`config.mk`:
```
export PLATFORM = sky130hd
export DESIGN_NAME = syzygy_adc_capture_ctrl
export DESIGN_NICKNAME = d
export VERILOG_FILES = /design/src/rtl/syzygy_adc_pkg.sv /design/src/rtl/syzygy_adc_down_cnt.sv /design/src/rtl/syzygy_adc_capture_ctrl.sv
export SDC_FILE = /design/constraint.sdc
export NUM_CORES = 1
export LEC_CHECK = 0
export ABC_AREA = 0
export ABC_CLOCK_PERIOD_IN_PS = 7500
export CORE_UTILIZATION = 30
export DETAILED_ROUTE_END_ITERATION = 8
export GPL_TIMING_DRIVEN = 1
export PLACE_DENSITY = 0.51
export SYNTH_ARGS = -nofsm -noshare
export SYNTH_HDL_FRONTEND = slang
export SYNTH_SLANG_ARGS = --single-unit
```
`constraint.sdc`:
```
create_clock -name clk -period 7.5 [get_ports clk]
set_input_delay 1.5 -clock clk [delete_from_list [all_inputs] [get_ports clk]]
set_output_delay 1.5 -clock clk [all_outputs]
set_load 0.01 [all_outputs]
```
`src/rtl/syzygy_adc_pkg.sv`:
```
// ---------------------------------------------------------------------------
// syzygy_adc_pkg
// Shared types and default sizing for the SYZYGY ADC capture controller.
//   state_e       : capture sequencer states (IDLE/SETTLE/CAPTURE/DONE)
//   *_W_DEF       : default sample, slot-count and settle-count widths
//   state_enc_on  : states in which the ADC encode clock must run
//   state_busy    : states reported to the host as busy
// ---------------------------------------------------------------------------
package syzygy_adc_pkg;

  localparam int DATA_W_DEF   = 12;
  localparam int CNT_W_DEF    = 20;
  localparam int SETTLE_W_DEF = 16;

  typedef enum logic [1:0] {
    ST_IDLE    = 2'd0,
    ST_SETTLE  = 2'd1,
    ST_CAPTURE = 2'd2,
    ST_DONE    = 2'd3
  } state_e;

  // Encode clock runs while the converter is settling or being sampled.
  function automatic logic state_enc_on(input state_e s);
    return (s == ST_SETTLE) || (s == ST_CAPTURE);
  endfunction

  // Any state other than IDLE counts as busy (DONE included).
  function automatic logic state_busy(input state_e s);
    return (s != ST_IDLE);
  endfunction

endpackage

```
`src/rtl/syzygy_adc_down_cnt.sv`:
```
// ---------------------------------------------------------------------------
// syzygy_adc_down_cnt
// Loadable down-counter with a zero flag. The sequencer loads N-1 for an
// N-cycle phase, so 'zero' marks the final cycle of that phase. Holds at 0.
// Ports:
//   clk      in   system clock
//   reset    in   synchronous, active-high
//   load     in   load load_val this cycle (wins over dec)
//   load_val in   W  value to load
//   dec      in   decrement by one when non-zero
//   zero     out  counter currently equals zero
// ---------------------------------------------------------------------------
module syzygy_adc_down_cnt #(
  parameter int W = 20
) (
  input  logic         clk,
  input  logic         reset,
  input  logic         load,
  input  logic [W-1:0] load_val,
  input  logic         dec,
  output logic         zero
);

  logic [W-1:0] cnt_r;

  // Counter register: load has priority, decrement stops at zero.
  always_ff @(posedge clk) begin
    if (reset) begin
      cnt_r <= {W{1'b0}};
    end else if (load) begin
      cnt_r <= load_val;
    end else if (dec && (cnt_r != {W{1'b0}})) begin
      cnt_r <= cnt_r - W'(1);
    end else begin
      cnt_r <= cnt_r;
    end
  end

  assign zero = (cnt_r == {W{1'b0}});

endmodule

```
`src/rtl/syzygy_adc_capture_ctrl.sv`:
```
// ---------------------------------------------------------------------------
// syzygy_adc_capture_ctrl
// Sequences one SYZYGY ADC capture: enables the encode clock, waits out the
// converter settle time, then writes a fixed number of time-based sample slots
// into a downstream FIFO. Slots that hit fifo_full are dropped (overflow).
// Optional build macro: ADC_CAPTURE_TESTPAT_EN adds 'test_mode', which replaces
// the ADC data with a per-capture ramp (0,1,2,... one step per slot).
// Ports:
//   clk, reset        system clock, synchronous active-high reset
//   start, abort      host control (start only honoured in IDLE; abort wins)
//   sample_count      slots per capture, latched on start
//   settle_cycles     encode-on cycles before the first slot, latched on start
//   test_mode         (ADC_CAPTURE_TESTPAT_EN only) ramp instead of ADC data
//   enc_en            encode clock gate enable
//   adc_data_in       ADC sample, valid every clk while enc_en
//   fifo_full         downstream FIFO full
//   fifo_wr_en/din    FIFO write strobe/data, one cycle after the slot
//   busy/done         status; done pulses once after a normal completion
//   overflow          sticky, at least one slot dropped this capture
//   samples_written   FIFO writes performed this capture
// ---------------------------------------------------------------------------
module syzygy_adc_capture_ctrl
  import syzygy_adc_pkg::*;
#(
  parameter int DATA_W   = DATA_W_DEF,
  parameter int CNT_W    = CNT_W_DEF,
  parameter int SETTLE_W = SETTLE_W_DEF
) (
  input  logic                clk,
  input  logic                reset,
  input  logic                start,
  input  logic                abort,
  input  logic [CNT_W-1:0]    sample_count,
  input  logic [SETTLE_W-1:0] settle_cycles,
`ifdef ADC_CAPTURE_TESTPAT_EN
  input  logic                test_mode,
`endif
  output logic                enc_en,
  input  logic [DATA_W-1:0]   adc_data_in,
  input  logic                fifo_full,
  output logic                fifo_wr_en,
  output logic [DATA_W-1:0]   fifo_din,
  output logic                busy,
  output logic                done,
  output logic                overflow,
  output logic [CNT_W-1:0]    samples_written
);

  localparam logic [CNT_W-1:0] SW_MAX = {CNT_W{1'b1}};

  state_e             state_r;
  state_e             state_nx_s;
  logic [CNT_W-1:0]   count_r;
  logic [CNT_W-1:0]   settle_ext_s;
  logic               cnt_load_s;
  logic [CNT_W-1:0]   cnt_load_val_s;
  logic               cnt_dec_s;
  logic               cnt_zero_s;
  logic               start_ok_s;
  logic               slot_s;
  logic [DATA_W-1:0]  din_src_s;

  assign settle_ext_s = CNT_W'(settle_cycles);

  // Shared phase counter: settle length first, then slot count.
  syzygy_adc_down_cnt #(.W(CNT_W)) u_cnt (
    .clk      (clk),
    .reset    (reset),
    .load     (cnt_load_s),
    .load_val (cnt_load_val_s),
    .dec      (cnt_dec_s),
    .zero     (cnt_zero_s)
  );

  // Next-state and counter control. A slot is only taken when not aborting,
  // so an abort in CAPTURE produces no write for that cycle.
  always_comb begin
    state_nx_s     = state_r;
    cnt_load_s     = 1'b0;
    cnt_load_val_s = {CNT_W{1'b0}};
    cnt_dec_s      = 1'b0;
    start_ok_s     = 1'b0;
    slot_s         = 1'b0;
    case (state_r)
      ST_IDLE: begin
        if (start && !abort) begin
          start_ok_s = 1'b1;
          cnt_load_s = 1'b1;
          if (sample_count == {CNT_W{1'b0}}) begin
            state_nx_s = ST_DONE;
          end else if (settle_cycles == {SETTLE_W{1'b0}}) begin
            state_nx_s     = ST_CAPTURE;
            cnt_load_val_s = sample_count - CNT_W'(1);
          end else begin
            state_nx_s     = ST_SETTLE;
            cnt_load_val_s = settle_ext_s - CNT_W'(1);
          end
        end else begin
          state_nx_s = ST_IDLE;
        end
      end
      ST_SETTLE: begin
        if (abort) begin
          state_nx_s = ST_IDLE;
        end else if (cnt_zero_s) begin
          // count_r is non-zero here: a zero count never enters SETTLE.
          state_nx_s     = ST_CAPTURE;
          cnt_load_s     = 1'b1;
          cnt_load_val_s = count_r - CNT_W'(1);
        end else begin
          cnt_dec_s = 1'b1;
        end
      end
      ST_CAPTURE: begin
        if (abort) begin
          state_nx_s = ST_IDLE;
        end else begin
          slot_s = 1'b1;
          if (cnt_zero_s) begin
            state_nx_s = ST_DONE;
          end else begin
            cnt_dec_s = 1'b1;
          end
        end
      end
      ST_DONE: begin
        state_nx_s = ST_IDLE;
      end
      default: begin
        state_nx_s = ST_IDLE;
      end
    endcase
  end

  // State register.
  always_ff @(posedge clk) begin
    if (reset) begin
      state_r <= ST_IDLE;
    end else begin
      state_r <= state_nx_s;
    end
  end

  // Latched slot count, needed again when SETTLE hands over to CAPTURE.
  always_ff @(posedge clk) begin
    if (reset) begin
      count_r <= {CNT_W{1'b0}};
    end else if (start_ok_s) begin
      count_r <= sample_count;
    end else begin
      count_r <= count_r;
    end
  end

`ifdef ADC_CAPTURE_TESTPAT_EN
  logic              test_mode_r;
  logic [DATA_W-1:0] ramp_r;

  // Test-pattern mode and ramp: ramp restarts each capture and advances on
  // every slot, including dropped ones, wrapping naturally at 2^DATA_W.
  always_ff @(posedge clk) begin
    if (reset) begin
      test_mode_r <= 1'b0;
      ramp_r      <= {DATA_W{1'b0}};
    end else if (start_ok_s) begin
      test_mode_r <= test_mode;
      ramp_r      <= {DATA_W{1'b0}};
    end else if (slot_s) begin
      test_mode_r <= test_mode_r;
      ramp_r      <= ramp_r + DATA_W'(1);
    end else begin
      test_mode_r <= test_mode_r;
      ramp_r      <= ramp_r;
    end
  end

  assign din_src_s = test_mode_r ? ramp_r : adc_data_in;
`else
  assign din_src_s = adc_data_in;
`endif

  // Registered status and FIFO interface. done follows the DONE state by one
  // cycle, so it is seen after the final write has already been presented.
  always_ff @(posedge clk) begin
    if (reset) begin
      enc_en     <= 1'b0;
      busy       <= 1'b0;
      done       <= 1'b0;
      fifo_wr_en <= 1'b0;
      fifo_din   <= {DATA_W{1'b0}};
    end else begin
      enc_en     <= state_enc_on(state_nx_s);
      busy       <= state_busy(state_nx_s);
      done       <= (state_r == ST_DONE) && !abort;
      fifo_wr_en <= slot_s && !fifo_full;
      if (slot_s) begin
        fifo_din <= din_src_s;
      end else begin
        fifo_din <= fifo_din;
      end
    end
  end

  // Sticky overflow, cleared by an accepted start.
  always_ff @(posedge clk) begin
    if (reset) begin
      overflow <= 1'b0;
    end else if (start_ok_s) begin
      overflow <= 1'b0;
    end else if (slot_s && fifo_full) begin
      overflow <= 1'b1;
    end else begin
      overflow <= overflow;
    end
  end

  // Count of actual writes, cleared by an accepted start, saturating.
  always_ff @(posedge clk) begin
    if (reset) begin
      samples_written <= {CNT_W{1'b0}};
    end else if (start_ok_s) begin
      samples_written <= {CNT_W{1'b0}};
    end else if (slot_s && !fifo_full && (samples_written != SW_MAX)) begin
      samples_written <= samples_written + CNT_W'(1);
    end else begin
      samples_written <= samples_written;
    end
  end

endmodule

```
==> qor.yml <==
hold_viol: 0
max_slew_violation_count: 0
cpPeakStageDelay_ps: 870
antenna_cells: 0
post_synth_num_cell_types: 57
yosys.area_share.xor_xnor_pct: 12.5
place.gp.congestion: 0.875
cts.repair.resized: 0
yosysTopAreaCell: "sky130_fd_sc_hd__dfxtp_1"
synthCells: 655
route.detailed.wl_per_inst_um: 15.9
first_iter_violations: 245
adder_cell_share_of_the_synthesized_area_pct: 2.73
async_flop_share_pct: 0
timing.slew.headroom_pct: 21.5
post_synthesis_register_bit_count: 79
layout_worst_path_cycle_share_pct: 59.4
power.density_nw_per_um2: 175
setup_total_negative_slack_ps: 0
ys_dominant_reg_cell: "sky130_fd_sc_hd__dfxtp_1"
worst_setup_path_start_kind: "input port"
syn_to_final_growth_pct: 26.2
syn-num-nets: 719
h_tree_depth: 3
timing.critical_path.cells: "clkdlybuf4s50_1, inv_1, ha_1, nor4b_1, nand4_1, o211a_1, a2111oi_0, nor4_1"
power.ir.vdd_worst_mv: 0.125
busiest_layer: "met2"
synth_top_family_by_area: "simple AND/OR/NAND/NOR gates"
clock_tree_from_tritoncts: "done"
synth_compound_area_share_pct: 15.2
synth_enable_flop_cells: 0
dp_hpwl_um: 11300
grt_util_all_layers_pct: 17.7
pin_count: 90
grt_first_pass_wirelength_um: 24300
post-cts-setup-buffers: 0
proportion_of_layout_cells_with_a_drive_suffix_above_1_pct: 5.05
seq_area_frac_synth_pct: 31.4
fp.dieW_um: 132
number_of_clock_buffers_inserted_by_tritoncts: 9
fin_worst_skew_ps: 11.6
cts_hold_buf: 0
grt_use_met3_pct: 3.90
fillerInstances: 1657
postSynthAreaPerCell_sq_um: 7.68
end_kind: "flip-flop"
via_count_of_the_first_global_routing_pass: 4680
most_frequent_standard_cell_in_the_layout_excluding_fill_and_tap_cells: "sky130_fd_sc_hd__nand2_1"
grt_util_met1_pct: 23.1
clkSlewWorstSetupHoldPaths_ps: 70
min_from: "fifo_din[7]$_SDFFE_PP0P_"
worstSkewPairLatency_ps: 350
ant_nets: 0
number_of_cell_rows: 46
port_buffers: 89
leakage_nw: 2.17
final_stage_net_count: 792
power.total_mw: 1.11
drt_drc_violations_left: 0
max_cap_violations: 0
global_route.usage.met2_pct: 28.6
grt_start_max_net_pins: 60
grt.overflow.total: 0
netlist_area_sq_um: 5030
setup_viol_count_final: 0
die_area_sq_um: 17300
yosys.area.top_type_share_pct: 31.4
timing_worst_slew_pin_value_ps: 1180
vias_after_detailed_routing: 4891
cts.root.buffer_cell: "sky130_fd_sc_hd__clkbuf_16"
fp.coreArea_sq_um: 16100
crit_path_start: "settle_cycles[0]"
mostFrequentLayoutCells: "sky130_fd_sc_hd__nand2_1 (107), sky130_fd_sc_hd__clkdlybuf4s50_1 (88), sky130_fd_sc_hd__nor2_1 (79), sky130_fd_sc_hd__dfxtp_1 (79), sky130_fd_sc_hd__a21oi_1 (59)"
synth.yosys.warnings: 0
wirelength_um: 15100
dr.pass1.iters: 4
synth-simple-area-share_pct: 33.1
routed_via_density: 5.15
timing.critical_path.slowest_stage_cell: "sky130_fd_sc_hd__nand4_1"
die_height_um: 132
initial_utilization_pct: 31.2
status: "complete, no violations"
worstPathRequired_ps: 7690
cts.sink_count: 79
yosys-top-cells-area: "sky130_fd_sc_hd__dfxtp_1 (31%), sky130_fd_sc_hd__nand2_1 (8.0%), sky130_fd_sc_hd__xor2_1 (7.1%), sky130_fd_sc_hd__nor2_1 (5.9%), sky130_fd_sc_hd__a21oi_1 (5.9%)"
post-route-min-period_ps: 4450
synthMuxAreaShare_pct: 1.19
antenna_found_initial: 0
critical_path.reg2reg.startpoint: "state_r[0]$_SDFF_PP0_"
cp_data_arrival_time_ps: 4640
holdWs_ps: 452
critPathKind: "input port to flip-flop"
setup_repair_after_global_routing_missed_its_margin: "false"
ctsLongestPathBuffers: 2
timing.critical_path.fanout_max: 23
achievable-frequency_mhz: 225
hold_path.class: "flip-flop to flip-flop"
-- layout make-up --
| cell class | count | area (sq um) | share of cell area, % |
|---|---|---|---|
| clock buffers | 11 | 243 | 3.82 |
| clock inverters | 5 | 41.3 | 0.650 |
| inverters | 12 | 45.0 | 0.709 |
| multi-input cells | 534 | 3260 | 51.3 |
| flip-flops and latches | 79 | 1580 | 24.9 |
| well taps | 216 | 270 | 4.26 |
| repair buffers | 92 | 908 | 14.3 |
-- final timing paths --
check                                           to  slack, ps  depth (start not counted)
setup / recovery       u_cnt.cnt_r[3]$_SDFFE_PP0P_       3050                          8
setup reg to reg  samples_written[19]$_SDFFE_PP0P_       4450                          8
hold reg to reg           fifo_din[7]$_SDFFE_PP0P_        450                          2
hold / removal            fifo_din[7]$_SDFFE_PP0P_        450                          2
-- per-stage QoR --
| stage | util, % | instance area (sq um) | setup slack [ps] | cells |
|---|---|---|---|---|
| after CTS | 39.4 | 6350 | 3080 | 949 |
| after global routing | 39.4 | 6350 | 2750 | 949 |
| after global placement | 37.6 | 6070 | 2900 | 933 |
| after detailed placement | 37.6 | 6070 | 2720 | 933 |
| final | 39.4 | 6350 | 3050 | 949 |
| after floorplan | - | 5030 | 4150 | 655 |
-- registers in the layout, indices dropped and copies added (netlist names) --
signal           cells
busy                 1
fifo_din            12
overflow             1
count_r             20
samples_written     20
fifo_wr_en           1
done                 1
state_r              2
enc_en               1
u_cnt.cnt_r         20
-- worst max-delay path: cells and delay by family --
kind	cells	cell delay, ps
adder cells (fa/ha/maj)	1	160
AO/OA/AOI/OAI	2	920
buffers and inverters	2	610
AND/OR/NAND/NOR	3	1440
-- power breakdown --
group | switching, mW | internal [mW] | leakage (nW)
registers | 0.0199 | 0.434 | 0.642
logic | 0.129 | 0.103 | 1.40
clock network | 0.189 | 0.236 | 0.132
-- kinds of logic (layout without fill, tap and decap cells) --
kind of cell | after synthesis | count (layout)
and+or+nand+nor | 325 | 325
DFF | 79 | 79
adders and majority gates | 11 | 11
buffers and inverters | 42 | 120
AOI/OAI and AO/OA | 120 | 120
xor gates and xnor gates | 72 | 72
muxes | 6 | 6
-- Yosys cell counts, types with 7 or more instances --
cell,instances
sky130_fd_sc_hd__nand2_1,107
sky130_fd_sc_hd__xor2_1,41
sky130_fd_sc_hd__nand4b_1,7
sky130_fd_sc_hd__nor2_1,79
sky130_fd_sc_hd__nand4_1,13
sky130_fd_sc_hd__nand3_1,19
sky130_fd_sc_hd__o211ai_1,10
sky130_fd_sc_hd__ha_1,11
sky130_fd_sc_hd__nor3_1,24
sky130_fd_sc_hd__a211oi_1,8
sky130_fd_sc_hd__clkbuf_1,24
sky130_fd_sc_hd__xnor2_1,31
sky130_fd_sc_hd__nor4_1,20
sky130_fd_sc_hd__a21oi_1,59
sky130_fd_sc_hd__inv_1,12
sky130_fd_sc_hd__o21ai_0,12
sky130_fd_sc_hd__dfxtp_1,79
-- per-layer routing --
layer | routed length, um | share of wire [%]
met4 | 285 | 1.9
met1 | 7150 | 47
met3 | 711 | 4.7
met5 | 0 | 0
met2 | 6960 | 46
No activity file was read; power rests on OpenSTA's default activity.
